===== src/rtl/memory_access_stage.sv =====
// MEM stage: issues data-memory accesses, stalls upstream until ack, and registers writeback/redirect results.
// Optional access timeout enabled by defining DMEM_TIMEOUT_EN.
module memory_access_stage (
  input  logic        clk_i,
  input  logic        reset_i,
  input  logic        Reg_w_i,
  input  logic        M_to_R_i,
  input  logic        Mem_W_i,
  input  logic        Mem_Rd_i,
  input  logic        Jal_i,
  input  logic        Branch_i,
  input  logic        Jal_Alu_i,
  input  logic [31:0] Inm_result_i,
  input  logic [31:0] PC_i,
  input  logic [31:0] PC_p4_i,
  input  logic [31:0] Reg2_i,
  input  logic [31:0] ALU_result_i,
  input  logic [4:0]  RegD_i,
  output logic        dmem_req_o,
  output logic        dmem_we_o,
  output logic [31:0] dmem_addr_o,
  output logic [31:0] dmem_wdata_o,
  input  logic        dmem_ack_i,
  input  logic [31:0] dmem_rdata_i,
  output logic        Stall_o,
  output logic        Reg_w_o,
  output logic [4:0]  RegD_o,
  output logic [31:0] WB_data_o,
  output logic        Redirect_o,
  output logic [31:0] Redirect_pc_o,
  output logic        dmem_err_o
);

  typedef enum logic {IDLE, ACCESS} state_e;

  state_e      state_q, state_d;
  logic [31:0] addr_q, addr_d, wdata_q, wdata_d;
  logic        we_q, we_d;
  logic        reg_w_q, reg_w_d;
  logic [4:0]  regd_q, regd_d;
  logic [31:0] wb_q, wb_d;
  logic        redir_q, redir_d;
  logic [31:0] rpc_q, rpc_d;
  logic        mem_op, complete, stall, timeout_hit;
  logic [32:0] redir_calc;

  function automatic logic [31:0] wb_select(input logic m_to_r, input logic link,
                                            input logic [31:0] rdata, input logic [31:0] pc_p4,
                                            input logic [31:0] alu);
    if (m_to_r)    return rdata;
    else if (link) return pc_p4;
    else           return alu;
  endfunction

  // Returns {fire, target}; JALR beats JAL beats a taken branch.
  function automatic logic [32:0] redirect_calc(input logic jal_alu, input logic jal, input logic br,
                                                input logic [31:0] alu, input logic [31:0] pc,
                                                input logic [31:0] imm);
    if (jal_alu)                 return {1'b1, alu[31:1], 1'b0};
    else if (jal)                return {1'b1, pc + imm};
    else if (br && alu == 32'd0) return {1'b1, pc + imm};
    else                         return {1'b0, 32'd0};
  endfunction

  assign mem_op     = Mem_Rd_i | Mem_W_i;
  assign redir_calc = redirect_calc(Jal_Alu_i, Jal_i, Branch_i, ALU_result_i, PC_i, Inm_result_i);

`ifdef DMEM_TIMEOUT_EN
  logic [3:0] cnt_q;
  logic       err_q;

  assign timeout_hit = (state_q == ACCESS) && (cnt_q == 4'd15) && !dmem_ack_i;

  always_ff @(posedge clk_i or negedge reset_i) begin
    if (!reset_i) begin
      cnt_q <= 4'd0;
      err_q <= 1'b0;
    end else begin
      cnt_q <= (state_q == ACCESS && !dmem_ack_i) ? cnt_q + 4'd1 : 4'd0;
      err_q <= timeout_hit;
    end
  end

  assign dmem_err_o = err_q;
`else
  assign timeout_hit = 1'b0;
  assign dmem_err_o  = 1'b0;
`endif

  always_comb begin
    state_d  = state_q;
    addr_d   = addr_q;
    wdata_d  = wdata_q;
    we_d     = we_q;
    reg_w_d  = 1'b0;
    regd_d   = regd_q;
    wb_d     = wb_q;
    redir_d  = 1'b0;
    rpc_d    = rpc_q;
    stall    = 1'b0;
    complete = 1'b0;
    case (state_q)
      IDLE: begin
        if (mem_op) begin
          stall   = 1'b1;
          addr_d  = ALU_result_i;
          wdata_d = Reg2_i;
          we_d    = Mem_W_i & ~Mem_Rd_i;
          state_d = ACCESS;
        end else begin
          complete = 1'b1;
        end
      end
      ACCESS: begin
        if (dmem_ack_i) begin
          complete = 1'b1;
          state_d  = IDLE;
        end else if (timeout_hit) begin
          state_d = IDLE;
        end else begin
          stall = 1'b1;
        end
      end
      default: state_d = IDLE;
    endcase
    if (complete) begin
      reg_w_d = Reg_w_i;
      regd_d  = RegD_i;
      wb_d    = wb_select(M_to_R_i, Jal_i | Jal_Alu_i, dmem_rdata_i, PC_p4_i, ALU_result_i);
      redir_d = redir_calc[32];
      if (redir_calc[32]) rpc_d = redir_calc[31:0];
    end
  end

  always_ff @(posedge clk_i or negedge reset_i) begin
    if (!reset_i) begin
      state_q <= IDLE;
      addr_q  <= 32'd0;
      wdata_q <= 32'd0;
      we_q    <= 1'b0;
      reg_w_q <= 1'b0;
      regd_q  <= 5'd0;
      wb_q    <= 32'd0;
      redir_q <= 1'b0;
      rpc_q   <= 32'd0;
    end else begin
      state_q <= state_d;
      addr_q  <= addr_d;
      wdata_q <= wdata_d;
      we_q    <= we_d;
      reg_w_q <= reg_w_d;
      regd_q  <= regd_d;
      wb_q    <= wb_d;
      redir_q <= redir_d;
      rpc_q   <= rpc_d;
    end
  end

  assign dmem_req_o    = (state_q == ACCESS);
  assign dmem_we_o     = we_q & (state_q == ACCESS);
  assign dmem_addr_o   = addr_q;
  assign dmem_wdata_o  = wdata_q;
  assign Stall_o       = stall;
  assign Reg_w_o       = reg_w_q;
  assign RegD_o        = regd_q;
  assign WB_data_o     = wb_q;
  assign Redirect_o    = redir_q;
  assign Redirect_pc_o = rpc_q;

endmodule


===== config.mk =====
export PLATFORM = sky130hd
export DESIGN_NAME = memory_access_stage
export DESIGN_NICKNAME = d
export VERILOG_FILES = /design/src/rtl/memory_access_stage.sv
export SDC_FILE = /design/constraint.sdc
export NUM_CORES = 1
export LEC_CHECK = 0
export ABC_AREA = 0
export ABC_CLOCK_PERIOD_IN_PS = 1800
export CELL_PAD_IN_SITES_DETAIL_PLACEMENT = 1
export CELL_PAD_IN_SITES_GLOBAL_PLACEMENT = 2
export CORE_UTILIZATION = 22
export CTS_CLUSTER_SIZE = 28
export DETAILED_ROUTE_END_ITERATION = 6
export PLACE_DENSITY = 0.8
export SETUP_SLACK_MARGIN = 0.05
export SYNTH_ARGS = -nofsm -noshare
export SYNTH_HDL_FRONTEND = slang
export SYNTH_SLANG_ARGS = --single-unit

===== constraint.sdc =====
create_clock -name clk_i -period 1.8 [get_ports clk_i]
set_clock_uncertainty 0.15 [all_clocks]
set_input_delay 0.36 -clock clk_i [delete_from_list [all_inputs] [get_ports clk_i]]
set_output_delay 0.36 -clock clk_i [all_outputs]
set_load 0.02 [all_outputs]

# ---- Word-level counts from Yosys, hierarchy flattened
# Cells that the tools add are included.
dict set report op_classes {
  bitwise_logic 6
  muxes 13
  reduce_logical 4
  n_addsub 1
}
# op n
set op_table {}
lappend op_table {{$mux W33} 3}
lappend op_table {{$mux W32} 2}
lappend op_table {{$add A32 B32 Y32} 1}
lappend op_table {{$logic_not A32 Y1} 1}
lappend op_table {{$mux W1} 6}
lappend op_table {{$pmux W1 S2} 2}
lappend op_table {{$reduce_and A2 Y1} 2}
lappend op_table {{$and A1 B1 Y1} 2}
lappend op_table {{$not A1 Y1} 2}
lappend op_table {{$or A1 B1 Y1} 2}
lappend op_table {{$logic_and A1 B1 Y1} 1}
dict set report totals {
  output_inout_bits 139
  in_bits 207
  register_bits 137
}

# ---- Depth between registers and ports, before layout
# Gate-level depths: netlist (run 1).
dict set report logic_depth {
  word_depth 6
  mapped_depth 10
  depth_no_buf 10
}

# ---- Worst setup path before layout (run 1)
# OpenSTA, ideal clock, no wires.
dict set report synth_path {
  path_kind {input to register}
  from {in Inm_result_i[0]}
  to {reg rpc_q[28] (netlist: Redirect_pc_o[28])}
  cell_stages 10
  n_path_buf 0
  arrival_ns 2.298
  setup_slack_ns -0.776
  cell_sequence {ha_1 > fa_1 > a211oi_1 > o21ai_1 > a22oi_1 > o22ai_1 > a21o_1 > a41oi_1 > xor2_1 > o22ai_1}
}
dict set report synth_via {
  elab_chain_cells 4
}
# item line_no
set synth_rtl {}
lappend synth_rtl {{start, declared} 13} ;# input logic [31:0] Inm_result_i,
lappend synth_rtl {{$add A32 B32 Y32 (*)} {60, 61}}
lappend synth_rtl {{$mux W33} 61} ;# else if (br && alu == 32'd0) return {1'b1, pc + imm};
lappend synth_rtl {{$mux W33 (*)} 60} ;# else if (jal) return {1'b1, pc + imm};
lappend synth_rtl {{$mux W33 (*)} 59} ;# if (jal_alu) return {1'b1, alu[31:1], 1'b0};
lappend synth_rtl {{end signal, assigned} 155} ;# rpc_q <= rpc_d;
lappend synth_rtl {{end, declared} 43} ;# logic [31:0] rpc_q, rpc_d;
# Mark *: on every way between the ends. The rest lies on a longest branch, timed or not.
# A chain may end at the register's enable or synchronous reset.

# ---- Worst setup path in the final report (run 1)
dict set report layout_path {
  from {in PC_i[9]}
  to {reg rpc_q[24] (netlist: Redirect_pc_o[24])}
}
dict set report layout_via {
  elab_chain_cells 4
}
# item line_no
set layout_rtl {}
lappend layout_rtl {{start, declared} 14} ;# input logic [31:0] PC_i,
lappend layout_rtl {{$add A32 B32 Y32 (*)} {60, 61}}
lappend layout_rtl {{$mux W33} 61}
lappend layout_rtl {{$mux W33 (*)} 60}
lappend layout_rtl {{$mux W33 (*)} 59}
# Marked as above.

==> summary.txt, run 1 <==
Logic synthesis
  – Post-synth EDFFs: 0
  – Gate Count Post-Synth: 819
  – Post-synth ARST share: 100%
  – Ys flop type: dfrtp_1
  – Synth Area in Compound Gates: 20.7%
  – Post-synthesis xor/xnor area fraction: 2.92%
  – Area contributors post-synth: dfrtp_1 (44%), mux2_2 (10%), a21oi_1 (6.8%)
  – Synthesized area per cell: approximately 9.5 µm²
  – Sequential area share after synthesis: around 44%
  – Adder-cell share of the synthesized area: 5.23%
  – Yosys top cell area share: 43.9%
  – Post-synth top area cell: dfrtp_1
  – Synthesized flop and latch total: 137
  – Syn_nets: 1058
  – Post-synthesis cell area: roughly 0.0078 mm²
  – Multiplexer share of the synthesized area: between 10% and 20%
  – Count leader, synth: dfrtp_1
  – Post-synth top cells: dfrtp_1 (137), nand2_1 (134), a21oi_1 (106)
  – Netlist cell types: around 70
  – Largest family of logic cells by synthesized area: compound AO/OA/AOI/OAI gates
  – Synth Warn #: 0
  – Post-synthesis simple-gate area fraction: 12.7%

Clock network
  – CTS Root Cell: clkbuf_16
  – Max Buffers Root-to-Sink: 2
  – CTS tree: built
  – CTS clk-pin slew, worst paths: 0.07 ns
  – H-Tree Depth: 4
  – Cts bufs inserted: 17
  – Later-pin clock latency in the skew report: 0.43 ns
  – CTS Sinks: roughly 140

Global route
  – Grt ovf: 0
  – Initial antenna violation count: 2
  – Vias in the first global route: 9096
  – First-pass GRT wire length: 56000 µm
  – Largest net degree at the start of global routing: 48
  – Total GRT Usage: 20.6%

Timing
  – Final period utilization: 125%
  – Max Slew Vio Count: 0
  – FMAX: ~440 MHz
  – RSZ-0062 raised after global routing: true
  – Setup ws final: -0.456 ns
  – Final setup viols: 49
  – Final Hold Vio Count: 0
  – Post-layout min period: 2.26 ns
  – Setup TNS: -8.07 ns
  – Hold WS: 0.126 ns

Route
  – Avg WL per Cell: 21.9 µm
  – DRC violations left: 2
  – First-pass iteration count of the detailed router: 7
  – Total routed wirelength: 40000 µm
  – Number of vias after detailed routing: approximately 8.7k
  – Post-DRT Antenna Nets: 0
  – Detailed Route Iter0 Violations: approximately 270
  – Drt via density: 4.77

Worst setup path
  – Critical path buffers and inverters: 2
  – Cell at the slowest stage of the critical path: a311oi_2
  – CP max stage delay: 0.29 ns
  – CP Launch Type: primary input
  – Worst Path Required: a little under 2 ns
  – CP Class: primary input to flip-flop
  – Crit. End Element: flip-flop
  – WP data arrival: between 2 and 2.5 ns
  – Crit-path cells: clkdlybuf4s15_1, ha_4, buf_4, a31o_1, a22oi_2, o22ai_2, a21o_1, a311oi_2, a41o_1, a211oi_2
  – CP max FO: 4
  – Family with the most delay on the worst path: compound AO/OA/AOI/OAI gates

Status
  – Violated checks: design-rule violations, negative setup slack
  – Run status: finished with violations

Place
  – Dpl cell area: 0.0132 mm²
  – Routability congestion estimate: 0.888
  – Post-DP HPWL: between 20000 and 30000 µm
  – Pre-CTS WS: -1.39 ns
  – Dpl cells: 1723
  – IO buf count: 344

Floorplanning
  – Die height: roughly 190 µm
  – Die Width: 190 µm
  – Initial Util: 22.5%
  – # rows: 68
  – Die area: ~0.036 mm²
  – Boundary Pins: about 350
  – CORE AREA: roughly 0.035 mm²

Finish
  – Ratio of cells with drive above 1 in the final layout: 41.1%
  – Post-Layout Cell Count: 1826
  – Post-layout util: 44.4%
  – Post-route design area: 0.0154 mm²
  – # fillers: 3851
  – Nets: about 1.6k
  – P&R area growth vs syn: 97.7%

Flow run
  – Max-Cap Viols: 0

Pwr
  – Total design power: 13.9 mW
  – Leakage: 6.99 nW
  – Peak VDD IR: approximately 0.64 mV
  – Pwr dens: 903 mW/mm²

Min path
  – Worst hold path type: primary input to flip-flop
-- sequential cells by signal (all words and copies together), names as in the netlist --
register and cells:
Redirect_o 1, dmem_wdata_o 32, we_q 1, dmem_addr_o 32, dmem_req_o 1, WB_data_o 32, Redirect_pc_o 32, RegD_o 5
Reg_w_o 1
-- metal layers --
layer / global-route usage [%] / share of wire, %
met5: 0 / 0
met4: 7.14 / 2.2
met3: 3.99 / 5.4
met2: 36.1 / 50
met1: 25.0 / 42
-- cell families (layout without fill, tap and decap cells) --
group                    after synthesis  in the layout
AO/OA/AOI/OAI                        267            268
buffers and inverters                 63            612
AND/OR/NAND/NOR                      221            221
XOR/XNOR                              26             26
adder cells (fa/ha/maj)               32             32
multiplexers                          72             72
other                                  1              3
flip-flops                           137            137
-- where the power goes --
| group | switching (mW) | internal (mW) |
|---|---|---|
| Sequential | 0.412 | 3.74 |
| Combinational | 2.99 | 2.81 |
| Clock | 1.44 | 2.53 |
-- placed cells by master, fill, tap and decap left out, drive strengths merged, types with 14 or more instances in the layout --
cell type,n
a21o,16
a21oi,107
a22oi,19
buf,281
clkbuf,36
clkdlybuf4s15,16
clkdlybuf4s50,114
dfrtp,137
dlygate4sd2,143
ha,31
mux2,70
nand2,134
nand3,14
nor2,24
o21ai,70
xnor2,18
-- area by class of cell --
type                       instances  area [µm²]  area share (%)
timing repair buffer             571        5320            34.5
timing repair inverter             1        8.76          0.0568
antenna                            2        5.00          0.0324
clock buffer                      20         457            2.96
clock inverter                    11         195            1.27
inverter                           9        51.3           0.333
tap                              455         569            3.69
sequential                       137        3430            22.2
multi-input combinational        620        5390            34.9
-- what timing repair did --
item	4_1_cts	5_1_grt
setup buffers	31	29
gates resized for setup	594	139
cloned	9	9
pin swaps	118	60
endpoints found under the setup margin	205	90
hold endpoints to repair	137	0
hold buffers	1	0
-- final timing paths --
path / cells after the start / slack (ns) / to / start
setup / recovery: 10 / -0.46 / Redirect_pc_o[24]$_DFFE_PN0P_ / PC_i[9]
hold / removal: 3 / 0.13 / Redirect_pc_o[0]$_DFFE_PN0P_ / Inm_result_i[0]
setup reg to reg: 7 / -0.21 / Redirect_pc_o[17]$_DFFE_PN0P_ / dmem_req_o$_DFF_PN0_
hold reg to reg: 2 / 0.32 / WB_data_o[25]$_DFFE_PN0N_ / WB_data_o[25]$_DFFE_PN0N_
max in group asynchronous: 3 / 0.75 / dmem_addr_o[11]$_DFFE_PN0P_ / reset_i
min in group asynchronous: 2 / 0.24 / WB_data_o[22]$_DFFE_PN0N_ / reset_i
-- worst register-to-register path, cell delays in order (launching register included) --
cell,delay (ns)
dfrtp_2,0.44
nor3_4,0.06
a21oi_4,0.27
o21bai_4,0.25
buf_4,0.18
clkinv_4,0.06
and3_1,0.20
a221o_1,0.27
Power figures use the tool's default switching activity.
==> run 2: changes to the inputs <==
--- a/config.mk
+++ b/config.mk
@@ -14,6 +14,7 @@
 export DETAILED_ROUTE_END_ITERATION = 6
 export PLACE_DENSITY = 0.8
-export SETUP_SLACK_MARGIN = 0.05
+export SETUP_SLACK_MARGIN = 0.5
 export SYNTH_ARGS = -nofsm -noshare
 export SYNTH_HDL_FRONTEND = slang
 export SYNTH_SLANG_ARGS = --single-unit
+export TNS_END_PERCENT = 50
==> constraint.sdc (replaced) <==
create_clock -name clk_i -period 1.8 [get_ports clk_i]
set_clock_uncertainty 0.15 [all_clocks]
set_input_delay 0.27 -clock clk_i [delete_from_list [all_inputs] [get_ports clk_i]]
set_output_delay 0.27 -clock clk_i [all_outputs]
set_load 0.02 [all_outputs]
==> summary.txt, run 2 (same netlist as run 1, synthesis figures left out) <==
Clock network
  – CTS tree: built
  – Later-pin clock latency in the skew report: 0.44 ns (about the same)
  – CTS Sinks: 137 (unchanged)
  – CTS clk-pin slew, worst paths: 0.06 ns (about the same)
  – Cts bufs inserted: 17 (unchanged)
  – Max Buffers Root-to-Sink: 2 (unchanged)
  – H-Tree Depth: 4 (unchanged)
  – CTS Root Cell: clkbuf_16

Worst setup path
  – CP Class: primary input to flip-flop
  – R2R Path Start: dmem_req_o$_DFF_PN0_
  – Reg-to-reg endpoint: Redirect_pc_o[30]$_DFFE_PN0P_
  – Worst R2R Setup Slack: -0.20 ns (about the same)
  – Crit. End Element: flip-flop
  – Crit-path cells: buf_6, ha_4, fa_2, a211oi_2, o21ai_2, buf_4, o211ai_1, a31oi_4, buf_4, buf_6, buf_6, xnor2_2, o22ai_1
  – CP max FO: 2 (-2)
  – CP max stage delay: 0.35 ns (+0.06 ns)
  – CP Launch Point: PC_i[0]
  – FF-to-FF path depth: 8 (+1)
  – Most frequent CP cell: buf_6
  – Cell at the slowest stage of the critical path: fa_2
  – Worst Path Required: 1.96 ns (about the same)
  – CP Launch Type: primary input
  – WP data arrival: 2.31 ns (-0.11 ns)
  – Critical Path Sink: Redirect_pc_o[22]$_DFFE_PN0P_

Status
  – Violated checks: negative setup slack
  – Run status: finished with violations

Place
  – Dpl cell area: 0.0134 mm² (+1.5%)
  – Post-DP HPWL: 28500 µm (+0.99%)
  – Pre-CTS WS: -1.28 ns (+0.108 ns)
  – IO buf count: 344 (unchanged)
  – Routability congestion estimate: 0.915 (+3.0%)

Timing
  – FMAX: 466 MHz (+5.1%)
  – RSZ-0062 raised after global routing: true
  – Setup ws final: -0.347 ns (+0.109 ns)
  – Final period utilization: 119% (-6.0 points)
  – Post-layout min period: 2.15 ns (-0.109 ns)
  – Setup TNS: -11.17 ns (-3.10 ns)
  – Final Hold Vio Count: 0 (unchanged)
  – Max Slew Vio Count: 0 (unchanged)
  – Final setup viols: 114 (+130%)

Route
  – Total routed wirelength: 42400 µm (+6.2%)
  – Metal-1 WL: 17100 µm (+2.1%)
  – Number of vias after detailed routing: 8977 (+3.0%)
  – Detailed Route Iter0 Violations: 282 (+6.4%)
  – Avg WL per Cell: 22.6 µm (+3.3%)
  – DRC violations left: 0 (-2)
  – Post-DRT Antenna Nets: 0 (unchanged)
  – Met3 wire length: 1910 µm (-12%)
  – WL met2: 22300 µm (+10%)
  – Drt via density: 4.78 (+0.16%)
  – Top Metal Used: met5
  – First-pass iteration count of the detailed router: 4 (-3)

Flow run
  – Max-Cap Viols: 0 (unchanged)

Finish
  – P&R area growth vs syn: 114%
  – # fillers: 3771 (-2.1%)
  – Antenna Cells: 0 (-2)
  – Nets: 1648 (+3.3%)
  – Storage element area: 0.00343 mm² (unchanged)
  – Commonest non-fill, non-tap cell in the layout: buf_4
  – Ratio of cells with drive above 1 in the final layout: 57.9% (+17 points)
  – Post-route design area: 0.0167 mm² (+8.1%)
  – Commonest cells after routing, fill and taps aside: buf_4 (194), buf_6 (193), dfrtp_1 (136), clkdlybuf4s50_1 (116), nand2_1 (92)
  – Multi-input gate area: 0.00575 mm² (+6.8%)

Floorplanning
  – # rows: 68 (unchanged)
  – Die height: 190 µm (unchanged)
  – Die Width: 190 µm (unchanged)
  – Initial Util: 22.5% (unchanged)
  – Die area: 0.0362 mm² (unchanged)
  – CORE AREA: 0.0347 mm² (unchanged)
  – Boundary Pins: 346 (unchanged)

Pwr
  – Leakage: 7.54 nW (+7.8%)
  – Total design power: 15.1 mW (+8.1%)
  – Pwr dens: 903 mW/mm² (about the same)
  – Peak VDD IR: 0.689 mV (+7.2%)

Global route
  – Largest net degree at the start of global routing: 50 (+4.2%)
  – Grt ovf: 0 (unchanged)
  – Total GRT Usage: 20.6% (+0.025 points)
  – Initial antenna violation count: 2 (unchanged)
  – Vias in the first global route: 9422 (+3.6%)
  – First-pass GRT wire length: 56100 µm (+0.31%)

Min path
  – Worst hold path type: primary input to flip-flop
[run 2: worst min-delay path by stage]
stage                                               to  slack [ns]  cells after the start       startpoint
after CTS                 Redirect_pc_o[0]$_DFFE_PN0P_        0.02                      3  Inm_result_i[0]
after floorplan                   Redirect_o$_DFF_PN0_       -0.18                      0          reset_i
after global placement     dmem_wdata_o[3]$_DFFE_PN0P_        0.08                      1          reset_i
final                     Redirect_pc_o[0]$_DFFE_PN0P_        0.05                      3  Inm_result_i[0]
after global routing      Redirect_pc_o[0]$_DFFE_PN0P_        0.03                      3  Inm_result_i[0]
after detailed placement   dmem_wdata_o[3]$_DFFE_PN0P_        0.08                      1          reset_i
[run 2: per-stage QoR]
| step | util (%) | hold WS [ns] | instances |
|---|---|---|---|
| after floorplan | - | -0.176 | 819 |
| final | 48.0 | 0.0454 | 1877 |
| after detailed placement | 38.5 | 0.0792 | 1730 |
| after global placement | 38.5 | 0.0846 | 1730 |
| after global routing | 48.0 | 0.0287 | 1877 |
| after CTS | 44.0 | 0.0192 | 1825 |
[run 2: worst max-delay path: cells and delay by family]
kind,cells,cell delay (ns)
compound gates,5,0.76
fa+ha+maj,2,0.50
buf+inv,5,0.61
xor+xnor,1,0.17
[run 2: report_power, final]
part	total (mW)	switching, mW	internal, mW
clock network	3.61	1.46	2.14
logic	7.09	3.24	3.86
registers	4.36	0.608	3.75
total	15.1	5.31	9.75
[run 2: area by class of cell]
type	instances	area share [%]
inverter	9	0.308
multi-input combinational	620	34.5
timing repair inverter	1	0.0525
tap	455	3.41
clock inverter	11	0.720
sequential	137	20.6
timing repair buffer	623	37.6
clock buffer	21	2.82
[run 2: timing repair]
| action | CTS | global route |
|---|---|---|
| resized for setup | 1096 | 398 |
| hold endpoints to repair | 56 | 0 |
| setup buffers | 56 | 33 |
| hold buffers | 1 | 0 |
| pin swaps | 114 | 129 |
| cloned | 6 | 19 |
| endpoints found under the setup margin | 274 | 274 |
[run 2: per-layer routing]
layer	vias up	GRT usage, %
met3	62	4.21
met4	2	7.66
met5	-	0
met2	281	36.1
li1	4142	-
met1	4490	24.7
==> run 3: changes to the inputs <==
Settings changed: ABC_CLOCK_PERIOD_IN_PS 1800 to 2520, CORE_UTILIZATION 22 to 26, PLACE_DENSITY 0.8 to 0.89.
Clock period 1.8 ns to 2.52 ns, I/O delays scaled along.
==> summary.txt, run 3 (same netlist as run 1, synthesis figures left out) <==
Clock network
  – CTS Sinks: 137 (unchanged)
  – Later-pin clock latency in the skew report: 0.42 ns (-0.02 ns)
  – H-Tree Depth: 4 (unchanged)
  – CTS tree: built
  – CTS Root Cell: clkbuf_16
  – Max Buffers Root-to-Sink: 2 (unchanged)
  – Cts bufs inserted: 17 (unchanged)
  – CTS clk-pin slew, worst paths: 0.06 ns (about the same)

Route
  – Total routed wirelength: 36900 µm (-13%)
  – First-pass iteration count of the detailed router: 5 (+1)
  – Detailed Route Iter0 Violations: 435 (+54%)
  – DRC violations left: 0 (unchanged)
  – Number of vias after detailed routing: 8548 (-4.8%)
  – Avg WL per Cell: 21.4 µm (-5.5%)
  – Post-DRT Antenna Nets: 0 (unchanged)
  – Drt via density: 4.95 (+3.5%)

Finish
  – Ratio of cells with drive above 1 in the final layout: 37.2% (-21 points)
  – # fillers: 3262 (-13%)
  – Commonest non-fill, non-tap cell in the layout: clkdlybuf4s50_1
  – P&R area growth vs syn: 88.0%
  – Commonest cells after routing, fill and taps aside: clkdlybuf4s50_1 (255), buf_4 (155), dfrtp_1 (136), nand2_1 (130), a21oi_1 (91)
  – Nets: 1560 (-5.3%)
  – Post-Layout Cell Count: 1727 (-8.0%)
  – Post-layout util: 49.6% (+1.6 points)

Floorplanning
  – CORE AREA: 0.0296 mm² (-15%)
  – Boundary Pins: 346 (unchanged)
  – # rows: 63 (-7.4%)
  – Die area: 0.0307 mm² (-15%)
  – Die height: 175 µm (-7.9%)
  – Initial Util: 26.4% (+3.9 points)
  – Die Width: 175 µm (-7.9%)

Timing
  – Final Hold Vio Count: 0 (unchanged)
  – Max Slew Vio Count: 0 (unchanged)
  – Post-layout min period: 2.33 ns
  – Final period utilization: 92.6%
  – Final setup viols: 0 (-100%)
  – Setup ws final: 0.186 ns (+0.533 ns)
  – FMAX: approximately 430 MHz
  – Worst Tran Pin Value: 0.591 ns
  – Max-slew headroom: 60.6%
  – RSZ-0062 raised after global routing: true

Place
  – IO buf count: 344 (unchanged)
  – Routability congestion estimate: 0.857 (-6.3%)
  – Dpl cells: 1644 (-5.0%)
  – Pre-CTS WS: -0.669 ns (+0.614 ns)
  – Post-DP HPWL: 27000 µm (-5.3%)

Worst setup path
  – WP data arrival: 2.53 ns (+0.22 ns)
  – CP max FO: 2 (unchanged)
  – Worst Path Required: 2.72 ns (+0.76 ns)
  – CP Launch Type: primary input
  – Crit. End Element: flip-flop
  – CP Class: primary input to flip-flop

Pwr
  – Leakage: 6.19 nW (-18%)
  – Peak VDD IR: 0.313 mV (-55%)
  – Pwr dens: 674 mW/mm² (-25%)

Status
  – Run status: finished clean

Global route
  – First-pass GRT wire length: 54900 µm (-2.2%)
  – Total GRT Usage: 23.7% (+3.1 points)
  – Vias in the first global route: 9130 (-3.1%)
  – Initial antenna violation count: 3 (+1)
  – Grt ovf: 0 (unchanged)
  – Largest net degree at the start of global routing: 51 (+2.0%)

Flow run
  – Max-Cap Viols: 0 (unchanged)

Min path
  – Worst hold path type: primary input to flip-flop
-- run 3: metrics by stage --
stage / TNS, ns / power, mW / hold WS, ns / cell area (µm²)
global route: 0 / 10.3 / 0.133 / 14700
floorplan: 0 / 4.64 / -0.0676 / 8020
CTS: 0 / 9.81 / 0.125 / 14400
detailed placement: -13.07 / 6.73 / 0.225 / 12900
global placement: -11.75 / 6.62 / 0.221 / 12900
finish: 0 / 9.88 / 0.153 / 14700
-- run 3: critical path: stages --
cell and delay (ns):
buf_8 0.10, ha_4 0.17, fa_2 0.36, a211oi_2 0.24, o21ai_2 0.11, buf_4 0.14, o211ai_1 0.19, a31oi_4 0.16
buf_4 0.16, buf_4 0.12, buf_4 0.13, xnor2_2 0.13, o22ai_1 0.14
-- run 3: cell type report --
class	instances	area [µm²]	share of cell area, %
Antenna cell	3	7.51	0.0512
Clock buffer	23	508	3.46
Clock inverter	9	158	1.07
Inverter	9	46.3	0.316
Multi-Input combinational cell	620	5070	34.5
Sequential cell	137	3430	23.4
Tap cell	390	488	3.33
Timing Repair Buffer	536	4960	33.8
-- run 3: path summary, 6_finish.rpt --
check | from | endpoint | slack, ns | cells after the start
max reg2reg | dmem_req_o$_DFF_PN0_ | Redirect_pc_o[24]$_DFFE_PN0P_ | 0.49 | 7
min | Inm_result_i[0] | Redirect_pc_o[0]$_DFFE_PN0P_ | 0.15 | 3
min in group asynchronous | reset_i | Redirect_pc_o[30]$_DFFE_PN0P_ | 0.33 | 2
max in group asynchronous | reset_i | dmem_addr_o[3]$_DFFE_PN0P_ | 1.22 | 3
max | PC_i[0] | Redirect_pc_o[22]$_DFFE_PN0P_ | 0.19 | 13
min reg2reg | Redirect_pc_o[1]$_DFFE_PN0P_ | Redirect_pc_o[1]$_DFFE_PN0P_ | 0.33 | 2
-- run 3: power by group --
part	switching, mW	internal (mW)	total (mW)
clock	0.986	1.82	2.81
sequential	0.290	2.67	2.97
combinational	2.02	2.09	4.11
-- run 3: what timing repair did --
action | in CTS | in global routing
endpoints found under the setup margin | 39 | 48
gates cloned | 4 | 0
buffers inserted | 33 | 10
endpoints found under the hold margin | 47 | 0
resized for setup | 314 | 110
hold buffers | 1 | 0
pin swaps | 93 | 80
-- run 3: routing by layer --
| layer | wire, µm | track usage, % | vias up | part of all wire, % |
|---|---|---|---|---|
| met1 | 14900 | 28.0 | 4184 | 40 |
| met3 | 2020 | 4.92 | 75 | 5.5 |
| li1 | - | - | 3969 | - |
| met5 | 17 | 0 | - | 0.046 |
| met2 | 18800 | 41.9 | 318 | 51 |
| met4 | 1190 | 8.91 | 2 | 3.2 |
